File: config.mk
export PLATFORM = sky130hd
export DESIGN_NAME = mult_rr_sched
export DESIGN_NICKNAME = d
export VERILOG_FILES = /design/src/rtl/mult_rr_sched_pkg.sv /design/src/rtl/mult_rr_sched_rr_pick.sv /design/src/rtl/mult_rr_sched.sv
export SDC_FILE = /design/constraint.sdc
export NUM_CORES = 1
export LEC_CHECK = 0
export ABC_AREA = 1
export BUFFER_PORTS_ARGS = -buffer_cell sky130_fd_sc_hd__buf_4
export CAP_MARGIN = 40
export CORE_MARGIN = 5
export CORE_UTILIZATION = 42
export DETAILED_ROUTE_END_ITERATION = 10
export GPL_ROUTABILITY_DRIVEN = 0
export GPL_TIMING_DRIVEN = 0
export PLACE_DENSITY = 0.87
export RECOVER_POWER = 50
export SLEW_MARGIN = 40
export SYNTH_ARGS = -nofsm -noshare
export SYNTH_HDL_FRONTEND = slang
export SYNTH_SLANG_ARGS = --single-unit
File: constraint.sdc
create_clock -name clk_i -period 1.8 [get_ports clk_i]
set_input_delay 0.09 -clock clk_i [delete_from_list [all_inputs] [get_ports clk_i]]
set_output_delay 0.09 -clock clk_i [all_outputs]
set_load 0.05 [all_outputs]
File: src/rtl/mult_rr_sched_pkg.sv
// Shared types and constants for the round-robin multiplier scheduler.
// The state enum is also used by anything that binds onto the scheduler FSM.
package mult_pkg;

    localparam int OP_W            = 8;
    localparam int RES_W           = 16;
    localparam int BUSY_TO_DEFAULT = 4;

    typedef enum logic [2:0] {
        IDLE      = 3'd0,
        ISSUE     = 3'd1,
        WAIT_BUSY = 3'd2,
        WAIT_DONE = 3'd3,
        RESP      = 3'd4
    } sched_state_e;

endpackage

File: src/rtl/mult_rr_sched_rr_pick.sv
// Combinational round-robin picker: first set request strictly after ptr_i,
// wrapping modulo N. Kept generic so other shared-resource schedulers can reuse it.
module rr_pick #(
    parameter int N     = 4,
    parameter int PTR_W = $clog2(N)
) (
    input  logic [N-1:0]     req_i,
    input  logic [PTR_W-1:0] ptr_i,
    output logic             valid_o,
    output logic [PTR_W-1:0] idx_o
);

    logic [PTR_W-1:0] cand;

    // Offsets run 1..N so the previous winner is checked last.
    always_comb begin
        valid_o = 1'b0;
        idx_o   = '0;
        cand    = '0;
        for (int off = 1; off <= N; off++) begin
            cand = PTR_W'((int'(ptr_i) + off) % N);
            if (!valid_o && req_i[cand]) begin
                valid_o = 1'b1;
                idx_o   = cand;
            end
        end
    end

endmodule

File: src/rtl/mult_rr_sched.sv
// Shares one sequential multiplier among N_REQ requesters: arbitrates in IDLE,
// drives the start/busy handshake and returns the product with a one-cycle ack.
module mult_rr_sched
    import mult_pkg::*;
#(
    parameter int N_REQ   = 4,
    parameter int BUSY_TO = BUSY_TO_DEFAULT
) (
    input  logic                  clk_i,
    input  logic                  rst_i,
    input  logic [N_REQ-1:0]      req_bi,
    input  logic [OP_W*N_REQ-1:0] a_bi,
    input  logic [OP_W*N_REQ-1:0] b_bi,
    output logic [N_REQ-1:0]      ack_bo,
    output logic [RES_W-1:0]      y_bo,
    output logic                  busy_o,
    output logic                  err_o,
    output logic                  mult_start_o,
    output logic [OP_W-1:0]       mult_a_bo,
    output logic [OP_W-1:0]       mult_b_bo,
    input  logic [RES_W-1:0]      mult_y_bi,
    input  logic                  mult_busy_i
);

    localparam int PTR_W = $clog2(N_REQ);
    localparam int TO_W  = $clog2(BUSY_TO + 1);
    localparam logic [TO_W-1:0] TO_LIM = TO_W'(BUSY_TO);

    sched_state_e     state_q;
    logic [PTR_W-1:0] ptr_q;
    logic [PTR_W-1:0] id_q;
    logic [OP_W-1:0]  a_q;
    logic [OP_W-1:0]  b_q;
    logic             start_q;
    logic [N_REQ-1:0] ack_q;
    logic [RES_W-1:0] y_q;
    logic             err_q;
    logic [TO_W-1:0]  to_cnt_q;

    logic             pick_valid;
    logic [PTR_W-1:0] pick_idx;
    logic [OP_W-1:0]  pick_a;
    logic [OP_W-1:0]  pick_b;

    rr_pick #(
        .N     (N_REQ),
        .PTR_W (PTR_W)
    ) u_pick (
        .req_i   (req_bi),
        .ptr_i   (ptr_q),
        .valid_o (pick_valid),
        .idx_o   (pick_idx)
    );

    always_comb begin
        pick_a = '0;
        pick_b = '0;
        for (int i = 0; i < N_REQ; i++) begin
            if (pick_idx == PTR_W'(i)) begin
                pick_a = a_bi[i*OP_W +: OP_W];
                pick_b = b_bi[i*OP_W +: OP_W];
            end
        end
    end

    // Operands are latched at grant so the multiplier sees them stable even if
    // the requester withdraws mid-service; that requester still gets its ack.
    always_ff @(posedge clk_i) begin
        if (rst_i) begin
            state_q  <= IDLE;
            ptr_q    <= PTR_W'(N_REQ - 1);
            id_q     <= '0;
            a_q      <= '0;
            b_q      <= '0;
            start_q  <= 1'b0;
            ack_q    <= '0;
            y_q      <= '0;
            err_q    <= 1'b0;
            to_cnt_q <= '0;
        end else begin
            ack_q <= '0;
            case (state_q)
                IDLE: begin
                    if (pick_valid) begin
                        id_q     <= pick_idx;
                        ptr_q    <= pick_idx;
                        a_q      <= pick_a;
                        b_q      <= pick_b;
                        start_q  <= 1'b1;
                        to_cnt_q <= '0;
                        state_q  <= ISSUE;
                    end
                end
                ISSUE: begin
                    start_q <= 1'b0;
                    state_q <= WAIT_BUSY;
                end
                WAIT_BUSY: begin
                    if (mult_busy_i) begin
                        state_q <= WAIT_DONE;
                    end else if (to_cnt_q == TO_LIM) begin
                        err_q   <= 1'b1;
                        state_q <= IDLE;
                    end else begin
                        to_cnt_q <= to_cnt_q + TO_W'(1);
                    end
                end
                WAIT_DONE: begin
                    if (!mult_busy_i) begin
                        y_q         <= mult_y_bi;
                        ack_q[id_q] <= 1'b1;
                        state_q     <= RESP;
                    end
                end
                RESP: begin
                    state_q <= IDLE;
                end
                default: begin
                    state_q <= IDLE;
                end
            endcase
        end
    end

    assign ack_bo       = ack_q;
    assign y_bo         = y_q;
    assign busy_o       = (state_q != IDLE);
    assign err_o        = err_q;
    assign mult_start_o = start_q;
    assign mult_a_bo    = a_q;
    assign mult_b_bo    = b_q;

endmodule

==> metrics <==
top sig layer=met4; largest net degree at the start of global routing=17; drt initial violations=101; total grt overflow=0; DRC=0; All-Layer GR Usage=21.6%; routed wl met3=1.14 mm; Setup crit end kind=flip-flop; min cycle time layout=1930 ps; final period utilization=107%; Post-Synth Simple-Gate Area=40.6%; share of cells above drive strength 1=37.4%; Max Fanout on Critical Path=10; routed vias/inst=5.25; Min Hold Slack=31.5 ps; violated checks=setup timing; via count=3214; Post-Route WL=9.19 mm; synth top area cells=dfxtp_1 37%, nand2_1 16%, nand4_1 6.5%, nor2_1 5.7%, o21ai_0 5.6%; pre-CTS setup slack=-220 ps; initial antenna violation count=0; Post-Synthesis Cell Area=2610 um2; Fmax=0.519 GHz; Slew HR=57.5%; peak supply drop=0.00111 V; clk sinks=48; Clock Latency Late Sink=310 ps; # IOs=126; Post-synth EDFFs=0; ys async rst share=0%; ant diodes=0; largest family of logic cells by synthesized area=simple AND/OR/NAND/NOR gates; max-slew violation count=0; Mapped Nets=475; Clock Path Buffers=2; H-tree Lvls=2; top-area cell type share of the netlist area=36.8%; Setup crit start=ptr_q[0]$_SDFFE_PP1P_; Compound-Gate Fraction of Synth Area=11.0%; root buffer cell=clkbuf_8; run status=complete, but fails checks; mux contribution to synthesized area=0%; Max-Cap Viols=0; Worst setup SP type=flip-flop; die area=7900 um2; Adder-Cell Fraction of Synth Area=0.958%; CTS tree=built; routed len/inst=15.0 um; Critical Path AT=2140 ps; Routed Antenna Nets=0; Clock Pin Slew Worst Setup and Hold Paths=90 ps; Synth Flop Type=dfxtp_1; RSZ-0062 raised after global routing=yes; register area=966 um2; chip width=88.9 um; post-synthesis sequential area ratio=36.8%; multi-input logic area=1580 um2; die height=88.9 um; Initial Utilization=43.6%; r2r startpoint=ptr_q[0]$_SDFFE_PP1P_; filler cell count=551; HPWL Detailed=6.56 mm; vias in the first global route=3148; met1 WL=3.27 mm; CP max stage delay=360 ps; Yosys top cell by area=dfxtp_1; required time of the critical path=2010 ps; worst hold path class=in -> reg; min-delay src=mult_y_bi[15]; overall power=7.71 mW; pwr dens=1880 nW/um2; critical path type=reg -> reg; flops & latches, synth=48; area grow syn2layout=56.8%; crit-path cells=buf_8 -> nand2_2 -> nand2_2 -> nand2_4 -> nand2_4 -> nor2_4 -> nand4_4 -> nand3_4 -> nand2_8 -> buf_12 -> o21ai_2 -> inv_1 -> nand2_1 -> nand2_1; xor/xnor share of the synthesized area=0.335%; core footprint=5990 um2; IO Port Bufs=125; average size of a mapped cell=6.77 um2; setup_tns=-1790 ps; Crit-path slowest cell=dfxtp_2; smallest setup slack after layout=-126 ps; met2 WL post-DR=4.65 mm; Setup violations, final=21; Yosys cell types=31; CTS buffer count=5; most frequent cells in the layout=109 x buf_4, 88 x nand2_1, 46 x dfxtp_1; YS warnings=0; Final Hold Viols=0; DRT Pass-1 Iters=4; Site Rows=28; Setup Skew=7.47 ps; leakage=2.00 nW; Slew @ Worst Pin=640 ps; first-pass GRT wire length=13.4 mm; Post-layout nets=625; post-synthesis instance total=386; commonest non-fill, non-tap cell in the layout=buf_4
## report_power, final
group	leakage (nW)	internal (mW)	switching (mW)
Combinational	1.54	2.05	3.24
Clock	0.0687	0.560	0.402
Sequential	0.392	1.30	0.158
## critical path: cells and delay by family, from the launching register on
| kind | cells | cell delay [ps] |
|---|---|---|
| simple gates | 10 | 980 |
| buf+inv | 3 | 370 |
| flops | 1 | 360 |
| compound gates | 1 | 120 |
## state kept, by name, indices dropped and copies added, names as in the netlist, 2 cells and up
name	count
ack_bo	4
id_q	2
mult_a_bo	8
mult_b_bo	8
ptr_q	2
state_q	3
to_cnt_q	3
y_bo	16
## synth_stat cells (6+ instances only)
master	n
nand2_1	110
dfxtp_1	48
nor2_1	40
inv_1	35
o21ai_0	29
nand4_1	27
nand3_1	22
nor3_1	8
o21ai_1	8
a21oi_1	7
clkbuf_1	6
inv_2	6
nand2_2	6
## worst paths after layout
kind | end | cells past startpoint | slack [ps]
max reg2reg | mult_a_bo[6]$_SDFFE_PP0P_ | 14 | -130
min reg2reg | err_o$_SDFFE_PP0P_ | 2 | 450
min | y_bo[15]$_SDFFE_PP0P_ | 3 | 30
max | mult_a_bo[6]$_SDFFE_PP0P_ | 14 | -130
## layer usage
| metal | global-route usage, % | vias to the layer above |
|---|---|---|
| met5 | 0 | - |
| met4 | 7.28 | 0 |
| met3 | 7.36 | 15 |
| met2 | 40.8 | 159 |
| met1 | 21.9 | 1474 |
| li1 | - | 1566 |
## cell families after synthesis
group | count (synthesis)
and+or+nand+nor | 225
buffers and inverters | 58
AOI/OAI and AO/OA | 52
DFF | 48
adders and majority gates | 2
xor gates and xnor gates | 1
## area by class of cell
cell class | count | area share [%]
multi-input combinational | 280 | 38.7
timing repair buffer | 144 | 24.1
sequential | 48 | 23.6
buffer | 16 | 4.00
inverter | 41 | 3.97
tap | 75 | 2.29
clock buffer | 5 | 1.68
clock inverter | 3 | 1.68
## through the flow
stage	utilization [%]	area [um2]	std cells
global route	68.4	4100	612
detailed placement	60.8	3640	586
global placement	60.8	3640	586
finish	68.4	4100	612
CTS	66.1	3960	606
floorplan	-	2610	386
## timing repair
item	4_1_cts	5_1_grt
buffers inserted	12	6
hold buffers	0	0
cloned	0	1
setup endpoints to repair	22	34
resized for setup	30	59
pin swaps	10	11
Note: power is estimated with default switching activity, not from simulation.
